`config.mk`:
```
export PLATFORM = sky130hd
export DESIGN_NAME = alu_writeback
export DESIGN_NICKNAME = d
export VERILOG_FILES = /design/src/rtl/alu_writeback.sv
export SDC_FILE = /design/constraint.sdc
export NUM_CORES = 1
export LEC_CHECK = 0
export CAP_MARGIN = 20
export CORE_MARGIN = 5
export CORE_UTILIZATION = 44
export DETAILED_ROUTE_END_ITERATION = 7
export DONT_BUFFER_PORTS = 1
export PLACE_DENSITY = 0.62
export SKIP_LAST_GASP = 1
export SYNTH_ARGS = -nofsm -noshare
export SYNTH_HDL_FRONTEND = slang
export SYNTH_SLANG_ARGS = --single-unit
```
`constraint.sdc`:
```
create_clock -name clk -period 1.4 [get_ports clk]
set_clock_uncertainty 0.2 [all_clocks]
set_input_delay 0.28 -clock clk [delete_from_list [all_inputs] [get_ports clk]]
set_output_delay 0.28 -clock clk [all_outputs]
set_load 0.01 [all_outputs]
```
`src/rtl/alu_writeback.sv`:
```
// Registered writeback stage behind the 16-bit ALU: one result write, plus an overflow-register
// write for mul/div. Optional Z/N flags are enabled with the ALU_WB_FLAGS_EN macro.
module alu_writeback #(
  parameter int                DATA_W  = 16,
  parameter int                ADDR_W  = 4,
  parameter logic [ADDR_W-1:0] OVF_REG = ADDR_W'(4'hF)
) (
  input  logic              clk,
  input  logic              rst_n,
  input  logic              in_valid,
  output logic              in_ready,
  input  logic [2:0]        in_ctrl,
  input  logic [ADDR_W-1:0] in_rd,
  input  logic [DATA_W-1:0] in_result,
  input  logic [DATA_W-1:0] in_overflow,
  output logic              wr_en,
  output logic [ADDR_W-1:0] wr_addr,
  output logic [DATA_W-1:0] wr_data,
  output logic              busy
`ifdef ALU_WB_FLAGS_EN
  ,
  output logic              flag_z,
  output logic              flag_n
`endif
);

  typedef enum logic [1:0] {
    S_IDLE,
    S_WR_RES,
    S_WR_OVF
  } state_e;

  typedef enum logic [1:0] {
    CLS_SINGLE,
    CLS_DOUBLE,
    CLS_INVALID
  } op_cls_e;

  function automatic op_cls_e classify(input logic [2:0] ctrl);
    op_cls_e cls;
    case (ctrl)
      3'b000, 3'b001, 3'b100, 3'b101: cls = CLS_SINGLE;
      3'b010, 3'b011:                 cls = CLS_DOUBLE;
      default:                        cls = CLS_INVALID;
    endcase
    return cls;
  endfunction

  state_e              state_q, state_d;
  logic                dbl_q, dbl_d;
  logic [DATA_W-1:0]   ovf_q, ovf_d;
  logic                wr_en_q, wr_en_d;
  logic [ADDR_W-1:0]   wr_addr_q, wr_addr_d;
  logic [DATA_W-1:0]   wr_data_q, wr_data_d;

  op_cls_e             in_cls;
  logic                accept;
  logic                take;

  // Ready depends only on state and the held op class, never on in_valid.
  always_comb begin
    in_ready = 1'b1;
    if (state_q == S_WR_RES && dbl_q) in_ready = 1'b0;
  end

  assign in_cls = classify(in_ctrl);
  assign accept = in_valid && in_ready;
  assign take   = accept && (in_cls != CLS_INVALID);

  // Output registers are loaded with the values of the state being entered.
  always_comb begin
    state_d   = S_IDLE;
    dbl_d     = dbl_q;
    ovf_d     = ovf_q;
    wr_en_d   = 1'b0;
    wr_addr_d = wr_addr_q;
    wr_data_d = wr_data_q;

    if (accept) begin
      dbl_d = (in_cls == CLS_DOUBLE);
      ovf_d = in_overflow;
    end

    if (state_q == S_WR_RES && dbl_q) begin
      state_d   = S_WR_OVF;
      wr_en_d   = 1'b1;
      wr_addr_d = OVF_REG;
      wr_data_d = ovf_q;
    end else if (take) begin
      state_d   = S_WR_RES;
      wr_en_d   = 1'b1;
      wr_addr_d = in_rd;
      wr_data_d = in_result;
    end
  end

  always_ff @(posedge clk or negedge rst_n) begin
    if (!rst_n) begin
      state_q   <= S_IDLE;
      dbl_q     <= 1'b0;
      ovf_q     <= '0;
      wr_en_q   <= 1'b0;
      wr_addr_q <= '0;
      wr_data_q <= '0;
    end else begin
      state_q   <= state_d;
      dbl_q     <= dbl_d;
      ovf_q     <= ovf_d;
      wr_en_q   <= wr_en_d;
      wr_addr_q <= wr_addr_d;
      wr_data_q <= wr_data_d;
    end
  end

  assign wr_en   = wr_en_q;
  assign wr_addr = wr_addr_q;
  assign wr_data = wr_data_q;
  assign busy    = (state_q != S_IDLE);

`ifdef ALU_WB_FLAGS_EN
  logic flag_z_q;
  logic flag_n_q;

  // During WR_RES the data register holds the latched result being committed.
  always_ff @(posedge clk or negedge rst_n) begin
    if (!rst_n) begin
      flag_z_q <= 1'b0;
      flag_n_q <= 1'b0;
    end else if (state_q == S_WR_RES) begin
      flag_z_q <= (wr_data_q == '0);
      flag_n_q <= wr_data_q[DATA_W-1];
    end
  end

  assign flag_z = flag_z_q;
  assign flag_n = flag_n_q;
`endif

endmodule

```
== After elaboration in Yosys (flattened, before gate mapping) ==
Index checks and enable logic that the tools add are counted.

* Equal/unequal tests: 8
* Muxes and demuxes: 10
* Reduce and logical (&&, ||, !) cells: 8

{| class="wikitable"
|+ Operators by type and width
! operator !! number
|-
| 16-bit 2-to-1 mux || 2
|-
| 4-bit 2-to-1 mux || 2
|-
| 3-bit by 2-bit == test with 1-bit output (second input constant) || 2
|-
| 3-bit == test (second input constant) || 2
|-
| 2-bit by 1-bit == test with 1-bit output (second input constant) || 2
|-
| 1-bit 2-to-1 mux || 4
|-
| 2-bit one-hot mux with 2 select lines || 1
|-
| 2-bit nonzero test || 2
|-
| 4-bit OR reduction || 1
|-
| 3-bit by 1-bit == test with 1-bit output (second input constant) || 1
|-
| 1-bit logical AND || 3
|-
| 3-bit logical NOT || 1
|-
| 2-bit 2-to-1 mux || 1
|-
| 2-bit inequality test (second input constant) || 1
|-
| 2-bit OR reduction || 1
|}

* Flip-flop bits (word level): 40
* Bits of input ports: 42
* Output and inout port bits: 23
* Logic and storage cells: 32

== Longest topological paths before layout ==
Gate-level depths: netlist of run 1.

* Depth after elaboration: 7
* Mapped depth: 4
* Depth with buffers taken out: 3

== Least setup slack after synthesis of run 1 ==
OpenSTA, ideal clock, no wires.

* Path type: flip-flop to flip-flop
* Start: register state_q[1]
* End: register ovf_q[10]
* Library setup time: 125 ps
* Arrival time: 1098 ps
* Setup slack: -23 ps
* Stages on the path, launching flop included: 5
* Clock period less this slack: 1423 ps
* Cell sequence: dfrtp_1 nand3b_4 nand2_4 buf_6 mux2_4

* Word-level cells in the longest chain between the ends: 4

{| class="wikitable"
|+ RTL lines
! element !! line !! text
|-
| start, declared || 49 || <nowiki>state_e state_q, state_d;</nowiki>
|-
| start signal, assigned || 106 || <nowiki>state_q <= state_d;</nowiki>
|-
| 2-bit by 1-bit == test with 1-bit output || 63 || <nowiki>if (state_q == S_WR_RES && dbl_q) in_ready = 1'b0;</nowiki>
|-
| 1-bit logical AND || 63 ||
|-
| 1-bit 2-to-1 mux || 63 ||
|-
| 1-bit logical AND || 67 || <nowiki>assign accept = in_valid && in_ready;</nowiki>
|-
| end signal, assigned || 108 || <nowiki>ovf_q <= ovf_d;</nowiki>
|-
| end, declared || 51 || <nowiki>logic [DATA_W-1:0] ovf_q, ovf_d;</nowiki>
|}

Every way passes these cells.
A chain may end at the register's enable or synchronous reset.

== Worst setup path in the final report of run 1 ==
* Start: register state_q[1]
* End: output port in_ready

* Word-level cells in the longest chain between the ends: 3

{| class="wikitable"
|+ RTL lines
! element !! line !! text
|-
| 2-bit by 1-bit == test with 1-bit output || 63 ||
|-
| 1-bit logical AND || 63 ||
|-
| 1-bit 2-to-1 mux || 63 ||
|-
| end, declared || 11 || <nowiki>output logic in_ready,</nowiki>
|}

Every way passes these cells.

==> results of run 1 <==
## through the flow
stage / cell area, sq um / total power, uW
final: 2370 / 2900
after global routing: 2370 / 3050
after CTS: 2300 / 2880
after detailed placement: 1740 / 1940
after global placement: 1740 / 1910
after floorplan: 1700 / 1840
## placed cells by master, fill, tap and decap left out, drive strengths merged
master,Yosys,final
a21bo,1,1
a21boi,1,1
a31oi,16,16
buf,8,11
clkbuf,1,9
dfrtp,40,40
dlygate4sd3,0,37
inv,1,1
mux2,16,16
nand2,42,44
nand3,4,4
nand3b,1,1
nor2,17,17
nor2b,1,1
o22a,1,1
or2,1,1
## state kept, by name (all words and copies together), names as in the netlist
name,cells
wr_data,16
state_q,2
ovf_q,16
wr_en,1
dbl_q,1
wr_addr,4
## worst max-delay path, cell delays in order, from the launching register on
cell,delay [ns]
dfrtp_1,0.38
nand3b_4,0.20
buf_12,0.17
## worst paths after layout
check | cells past startpoint | startpoint | slack [ns] | endpoint
worst max-delay path | 2 | state_q[1] | -0.12 | in_ready
worst min-delay path | 0 | rst_n | -0.52 | wr_addr[1]
worst max register to register | 4 | state_q[1] | -0.09 | ovf_q[0]
worst min register to register | 1 | ovf_q[9] | 0.31 | ovf_q[9]
max in group asynchronous | 0 | rst_n | 1.43 | ovf_q[13]
min in group clk | 2 | in_ctrl[2] | 0.02 | dbl_q
## layout make-up
type	instances	area, sq um
clock buffer	7	96.3
inverter	1	3.75
fill	283	1320
tap	48	60.1
multi-input combinational	103	677
timing repair buffer	50	528
sequential	40	1000
## cells in the mapped netlist
master | n | share of area
a21bo_2 | 1 | 0.0059
dfrtp_1 | 40 | 0.59
nand3b_4 | 1 | 0.012
buf_2 | 5 | 0.015
nor2b_1 | 1 | 0.0037
a21boi_2 | 1 | 0.0067
a31oi_1 | 16 | 0.059
mux2_2 | 7 | 0.047
or2_2 | 1 | 0.0037
inv_1 | 1 | 0.0022
mux2_4 | 9 | 0.080
nand2_4 | 1 | 0.0067
o22a_1 | 1 | 0.0052
buf_6 | 3 | 0.020
clkbuf_1 | 1 | 0.0022
nor2_1 | 17 | 0.038
nand2_1 | 41 | 0.091
nand3_1 | 4 | 0.012
## logic make-up (layout without fill, tap and decap cells)
| logic type | count (synthesis) | after routing | synth area share |
|---|---|---|---|
| AND/OR/NAND/NOR | 66 | 68 | 0.166 |
| multiplexers | 16 | 16 | 0.126 |
| buffers and inverters | 10 | 58 | 0.0392 |
| flip-flops | 40 | 40 | 0.591 |
| AO/OA/AOI/OAI | 19 | 19 | 0.0769 |
## power breakdown
| group | internal (uW) | switching, uW |
|---|---|---|
| sequential | 1350 | 197 |
| combinational | 318 | 223 |
| clock | 439 | 374 |
## routing by layer
metal / part of all wire / vias to the layer above / track usage
met4: 0.019 / 0 / 0.0772
met1: 0.39 / 626 / 0.187
li1: - / 607 / -
met3: 0.064 / 13 / 0.0526
met2: 0.53 / 54 / 0.297
met5: 0 / - / 0
## repair_timing
item | 4_1_cts | 5_1_grt
gates resized for setup | 6 | 1
hold endpoints to repair | 77 | 40
pin swaps | 2 | 1
endpoints found under the setup margin | 26 | 19
buffers inserted | 4 | 2
gates cloned | 2 | 2
==> results.sh, run 1 <==
export IMPL_utilization=0.641
export IMPL_root_buffer="clkbuf_8"
export IMPL_clk_latency_ns=0.29
export IMPL_dp_hpwl_um=2620
export IMPL_wl_per_cell_um=18.0
export IMPL_drc=0
export IMPL_syn_area_sq_um=1690
export IMPL_grt_pass1_vias=1383
export IMPL_rows=22
export IMPL_min_period_ns=1.52
export IMPL_worstSetupPathType="flop to output pin"
export IMPL_p_leak_uw=0.00110
export IMPL_setup_tns_ns=-1.46
export IMPL_cp_max_fo=10
export IMPL_hp_class="input port to asynchronous set/reset pin"
export IMPL_grt_max_degree=41
export IMPL_wl_um=4480
export IMPL_setup_worst_path_end_class="output pin"
export IMPL_seq_area_frac_synth=0.591
export IMPL_grt_pass1_wl_um=6600
export IMPL_start_kind="flop"
export IMPL_holdWs_ns=-0.520
export IMPL_cts_tree="built"
export IMPL_rsz0062_at_grt="yes"
export IMPL_gp_congestion=0.762
export IMPL_die_y_um=72.0
export IMPL_relSlewSlack=0.887
export IMPL_final_nets=243
export IMPL_drv_cap=0
export IMPL_n_antenna_cell=0
export IMPL_syn_to_final_growth_pct=39.8
export IMPL_port_buffer_count=0
export IMPL_finalNonFillerCells=249
export IMPL_grt_overflow=0
export IMPL_dp_slack_ns=-0.0884
export IMPL_core_area_sq_um=3690
export IMPL_clock_sinks=40
export IMPL_cp_required_ns=0.92
export IMPL_antenna_found_initial=0
export IMPL_tightestPinTransition_ns=0.169
export IMPL_ios=65
export IMPL_cellPowerDensity_nw_per_um2=1230
export IMPL_drv_slew=0
export IMPL_final_setup_viol_count=19
export IMPL_ant_nets=0
export IMPL_vdd_drop_max_mv=0.794
export IMPL_drt_iter0_markers=70
export IMPL_status="complete, but fails checks"
export IMPL_cts_hold_buf=37
export IMPL_die_w_um=72.0
export IMPL_start_util=0.459
export IMPL_syn_avg_cell_area_sq_um=11.2
export IMPL_htreeDepth=2
export IMPL_critical_path_arrival_ns=1.04
export IMPL_clk_pin_slew_ns=0.08
export IMPL_grtUsageTotal=0.169
export IMPL_clk_path_buf_depth=2
export IMPL_layout_drive_gt1_share=0.214
export IMPL_syn_nets=193
export IMPL_failed_checks="negative hold slack, negative setup slack"
export IMPL_final_hold_violation_count=40
export IMPL_vias_per_cell=5.22
export IMPL_placed_cells=195
export IMPL_ys_ff_latch=40
export IMPL_dr_total_vias=1300
export IMPL_drt_pass1_iterations=4
export IMPL_yosysWarnings=0
export IMPL_cts_buffers=5
export IMPL_fmax_mhz=658
export IMPL_fin_ws_ns=-0.120
export IMPL_timing_final_crit_share=1.09
export IMPL_synthCells=151
export IMPL_yosysUniqueCellTypes=18
export IMPL_die_area_sq_um=5190
Note: power is estimated with default switching activity, not from simulation.
==> run 2, diff against run 1 <==
--- a/config.mk
+++ b/config.mk
@@ -10,4 +10,6 @@
 export CORE_UTILIZATION = 44
+export CTS_BUF_LIST = sky130_fd_sc_hd__clkbuf_4 sky130_fd_sc_hd__clkbuf_8 sky130_fd_sc_hd__clkbuf_16
 export DETAILED_ROUTE_END_ITERATION = 7
 export DONT_BUFFER_PORTS = 1
+export GPL_TIMING_DRIVEN = 0
 export PLACE_DENSITY = 0.62
--- a/constraint.sdc
+++ b/constraint.sdc
@@ -4,2 +4,2 @@
 set_output_delay 0.28 -clock clk [all_outputs]
-set_load 0.01 [all_outputs]
+set_load 0.1 [all_outputs]
==> results.sh, run 2 (synthesis results as in run 1) <==
export IMPL_grt_pass1_wl_um=7450
export IMPL_drc=0
export IMPL_clk_pin_slew_ns=0.08
export IMPL_root_buffer="clkbuf_8"
export IMPL_tightestPinTransition_ns=0.317
export IMPL_dp_hpwl_um=2740
export IMPL_worst_path_largest_cell_delay_ns=0.39
export IMPL_start_kind="flop"
export IMPL_cp_required_ns=0.92
export IMPL_crit_buf_inv=1
export IMPL_cts_buffers=5
export IMPL_utilization=0.723
export IMPL_die_y_um=72.0
export IMPL_port_buffer_count=0
export IMPL_cp_cell_sequence="nand3b_4 > clkbuf_16"
export IMPL_rows=22
export IMPL_ant_nets=0
export IMPL_reg2reg_depth=5
export IMPL_holdWs_ns=-0.526
export IMPL_crit_family="flip-flops"
export IMPL_final_nets=247
export IMPL_fillCellCount=255
export IMPL_swShare=0.443
export IMPL_p_leak_uw=0.00115
export IMPL_intPower_uw=2240
export IMPL_htreeDepth=2
export IMPL_layout_common_cells="nand2_1, dlygate4sd3_1, dfrtp_4, dfrtp_1, mux2_4"
export IMPL_grt_overflow=0
export IMPL_start_util=0.459
export IMPL_vdd_drop_max_mv=1.07
export IMPL_cellPowerDensity_nw_per_um2=1510
export IMPL_setup_worst_path_end_class="output pin"
export IMPL_clk_path_buf_depth=2
export IMPL_antenna_found_initial=0
export IMPL_hp_class="input port to asynchronous set/reset pin"
export IMPL_die_w_um=72.0
export IMPL_wl_um=4670
export IMPL_setup_tns_ns=-2.60
export IMPL_drt_pass1_iterations=4
export IMPL_reg2reg_from="state_q[1]"
export IMPL_worstSetupPathType="flop to output pin"
export IMPL_layout_commonest_cell="nand2_1"
export IMPL_grt_pass1_vias=1574
export IMPL_critical_path_arrival_ns=1.10
export IMPL_core_area_sq_um=3690
export IMPL_grtUsageTotal=0.187
export IMPL_clockPowerShare=0.200
export IMPL_finalNonFillerCells=255
export IMPL_rsz0062_at_grt="yes"
export IMPL_combPwrFrac=0.178
export IMPL_multi_input_area_sq_um=772
export IMPL_dr_total_vias=1358
export IMPL_min_period_ns=1.58
export IMPL_r2r_end="ovf_q[10]"
export IMPL_layout_drive_gt1_share=0.408
export IMPL_status="complete, but fails checks"
export IMPL_r2r_slack_ns=-0.16
export IMPL_slowest_stage="dfrtp_1"
export IMPL_drv_cap=0
export IMPL_failed_checks="negative hold slack, negative setup slack"
export IMPL_cts_hold_buf=37
export IMPL_p_seq_frac=0.622
export IMPL_cts_tree="built"
export IMPL_drv_slew=0
export IMPL_wl_per_cell_um=18.3
export IMPL_ff_latch_area_sq_um=1080
export IMPL_timing_final_crit_share=1.13
export IMPL_grt_max_degree=41
export IMPL_fin_ws_ns=-0.176
export IMPL_gp_congestion=0.769
export IMPL_power_switching_uw=1780
export IMPL_final_setup_viol_count=27
export IMPL_dp_slack_ns=-0.113
export IMPL_clock_sinks=40
export IMPL_syn_to_final_growth_pct=57.4
export IMPL_cp_max_fo=10
export IMPL_vias_per_cell=5.33
export IMPL_fmax_mhz=635
export IMPL_drt_iter0_markers=65
export IMPL_die_area_sq_um=5190
export IMPL_placed_cells=199
export IMPL_clk_latency_ns=0.29
export IMPL_ios=65
export IMPL_relSlewSlack=0.789
export IMPL_final_hold_violation_count=40
## run 2: layout make-up
cell class              count  area share
multi-input cells         101       0.290
repair buffers             47       0.199
plain buffers               9      0.0446
diodes                      1    0.000939
flip-flops and latches     40       0.405
well taps                  48      0.0225
clock inverters             2     0.00563
inverters                   1     0.00141
clock buffers               6      0.0310
## run 2: layer usage
metal,part of all wire,GRT usage,routed length (um),vias to the layer above
li1,-,-,-,618
met1,0.39,0.203,1820,679
met2,0.52,0.332,2430,54
met3,0.076,0.0582,357,7
met4,0.012,0.0856,57,0
met5,0,0,0,-
## run 2: worst max path at each step
stage / from / end / slack, ns / cells after the start
2_1_floorplan: wr_data[10] / wr_data[10] / -0.05 / 2
4_1_cts: state_q[0] / busy / -0.18 / 1
5_1_grt: state_q[1] / in_ready / -0.20 / 2
3_5_place_dp: state_q[1] / ovf_q[12] / -0.11 / 4
3_3_place_gp: state_q[1] / ovf_q[10] / -0.10 / 4
6_report: state_q[1] / in_ready / -0.18 / 2
## run 2: through the flow
stage                     area, sq um  power (uW)
after CTS                        2490        3920
after floorplan                  1720        2740
after detailed placement         1780        2850
after global routing             2660        4180
final                            2670        4020
after global placement           1780        2820
## run 2: repair_timing
action,CTS,global route
endpoints found under the setup margin,50,56
pin swaps,4,4
gates resized for setup,43,35
gates cloned,1,1
setup buffers,7,2
hold endpoints to repair,77,40
## run 2: power by group through the flow
stage,Combinational [uW],Clock [uW],Sequential [uW]
2_1_floorplan,363,0,2380
3_3_place_gp,407,0,2410
3_5_place_dp,427,0,2420
4_1_cts,615,828,2480
5_1_grt,768,889,2530
6_report,716,803,2500
==> run 3, diff against run 2 <==
- CORE_ASPECT_RATIO: default -> 0.75
==> results.sh, run 3 (synthesis results as in run 1) <==
export IMPL_rows=19
export IMPL_clock_sinks=40
export IMPL_cp_required_ns=0.92
export IMPL_dp_slack_ns=-0.101
export IMPL_rsz0062_at_grt="yes"
export IMPL_die_area_sq_um=5200
export IMPL_dp_hpwl_um=2760
export IMPL_ios=65
export IMPL_setup_tns_ns=-2.86
export IMPL_ant_nets=0
export IMPL_status="complete, but fails checks"
export IMPL_grt_pass1_vias=1346
export IMPL_drc=0
export IMPL_drt_pass1_iterations=4
export IMPL_failed_checks="negative hold slack, negative setup slack"
export IMPL_htreeDepth=2
export IMPL_layout_common_cells="nand2_1, dlygate4sd3_1, dfrtp_4, dfrtp_1, mux2_4"
export IMPL_start_kind="flop"
export IMPL_cts_tree="built"
export IMPL_port_buffer_count=0
export IMPL_final_nets=244
export IMPL_grtUsageTotal=0.173
export IMPL_layout_drive_gt1_share=0.374
export IMPL_gp_congestion=0.763
export IMPL_worst_path_largest_cell_delay_ns=0.38
export IMPL_hp_class="input port to asynchronous set/reset pin"
export IMPL_layout_commonest_cell="nand2_1"
export IMPL_grt_max_degree=41
export IMPL_clk_latency_ns=0.29
export IMPL_grt_pass1_wl_um=6800
export IMPL_tightestPinTransition_ns=0.314
export IMPL_clk_pin_slew_ns=0.08
export IMPL_wl_per_cell_um=17.8
export IMPL_n_antenna_cell=0
export IMPL_multi_input_area_sq_um=761
export IMPL_wl_um=4540
export IMPL_final_setup_viol_count=33
export IMPL_cts_hold_buf=38
export IMPL_cts_buffers=5
export IMPL_root_buffer="clkbuf_8"
export IMPL_setup_worst_path_end_class="output pin"
export IMPL_antenna_found_initial=0
export IMPL_grt_overflow=0
export IMPL_critical_path_arrival_ns=1.09
export IMPL_ff_latch_area_sq_um=1080
export IMPL_syn_to_final_growth_pct=53.9
export IMPL_timing_final_crit_share=1.12
export IMPL_start_util=0.459
export IMPL_relSlewSlack=0.790
export IMPL_vdd_drop_max_mv=0.872
export IMPL_worstSetupPathType="flop to output pin"
export IMPL_drv_cap=0
export IMPL_fin_ws_ns=-0.173
export IMPL_utilization=0.707
export IMPL_fillCellCount=258
export IMPL_final_hold_violation_count=40
export IMPL_drt_iter0_markers=59
export IMPL_die_y_um=63.7
export IMPL_cp_max_fo=10
export IMPL_dr_total_vias=1338
export IMPL_fmax_mhz=636
export IMPL_die_w_um=81.6
export IMPL_drv_slew=0
export IMPL_slowest_stage="dfrtp_1"
export IMPL_holdWs_ns=-0.528
export IMPL_min_period_ns=1.57
export IMPL_vias_per_cell=5.25
export IMPL_cp_cell_sequence="nand3b_4 > clkbuf_16"
export IMPL_clk_path_buf_depth=2
export IMPL_core_area_sq_um=3680
export IMPL_p_leak_uw=0.00113
export IMPL_cellPowerDensity_nw_per_um2=1520
[run 3: what timing repair did]
action	CTS	global route
pin swaps	2	3
gates resized for setup	35	24
setup buffers	3	1
cloned	1	1
setup endpoints to repair	49	55
endpoints found under the hold margin	77	40
[run 3: stage by stage]
stage / cell area [sq um] / instances / power, uW
after floorplan: 1720 / 151 / 2740
after global placement: 1780 / 203 / 2820
after detailed placement: 1780 / 203 / 2850
after CTS: 2430 / 253 / 3840
after global routing: 2610 / 255 / 4100
final: 2610 / 255 / 3950
[run 3: cell type report]
type | instances | area share
sequential | 40 | 0.415
multi-input combinational | 101 | 0.292
timing repair buffer | 44 | 0.189
buffer | 9 | 0.0442
clock buffer | 7 | 0.0322
tap | 52 | 0.0250
clock inverter | 1 | 0.00192
inverter | 1 | 0.00144
[run 3: path summary, 6_finish.rpt]
check	slack (ns)	endpoint	depth (start not counted)	start
min in group clk	0.06	ovf_q[1]	2	in_valid
hold reg to reg	0.32	ovf_q[0]	1	ovf_q[0]
setup / recovery	-0.17	in_ready	2	state_q[1]
max in group asynchronous	1.42	wr_data[12]	0	rst_n
setup reg to reg	-0.17	ovf_q[13]	5	state_q[1]
hold / removal	-0.53	ovf_q[0]	0	rst_n
[run 3: critical path: cells and delay by family, from the launching register on]
kind,cells,cell delay (ns)
buffers and inverters,1,0.23
DFF,1,0.38
and+or+nand+nor,1,0.19
[run 3: power breakdown]
| group | internal (uW) | switching, uW |
|---|---|---|
| Combinational | 399 | 299 |
| Sequential | 1430 | 1060 |
| Clock | 389 | 382 |
[run 3: layer usage]
metal	wire length [um]	share of wire	track usage	vias up
met5	0	0	0	-
met4	61	0.013	0.0685	0
met1	1930	0.43	0.226	673
met2	2250	0.49	0.271	48
li1	-	-	-	610
met3	298	0.066	0.0470	7
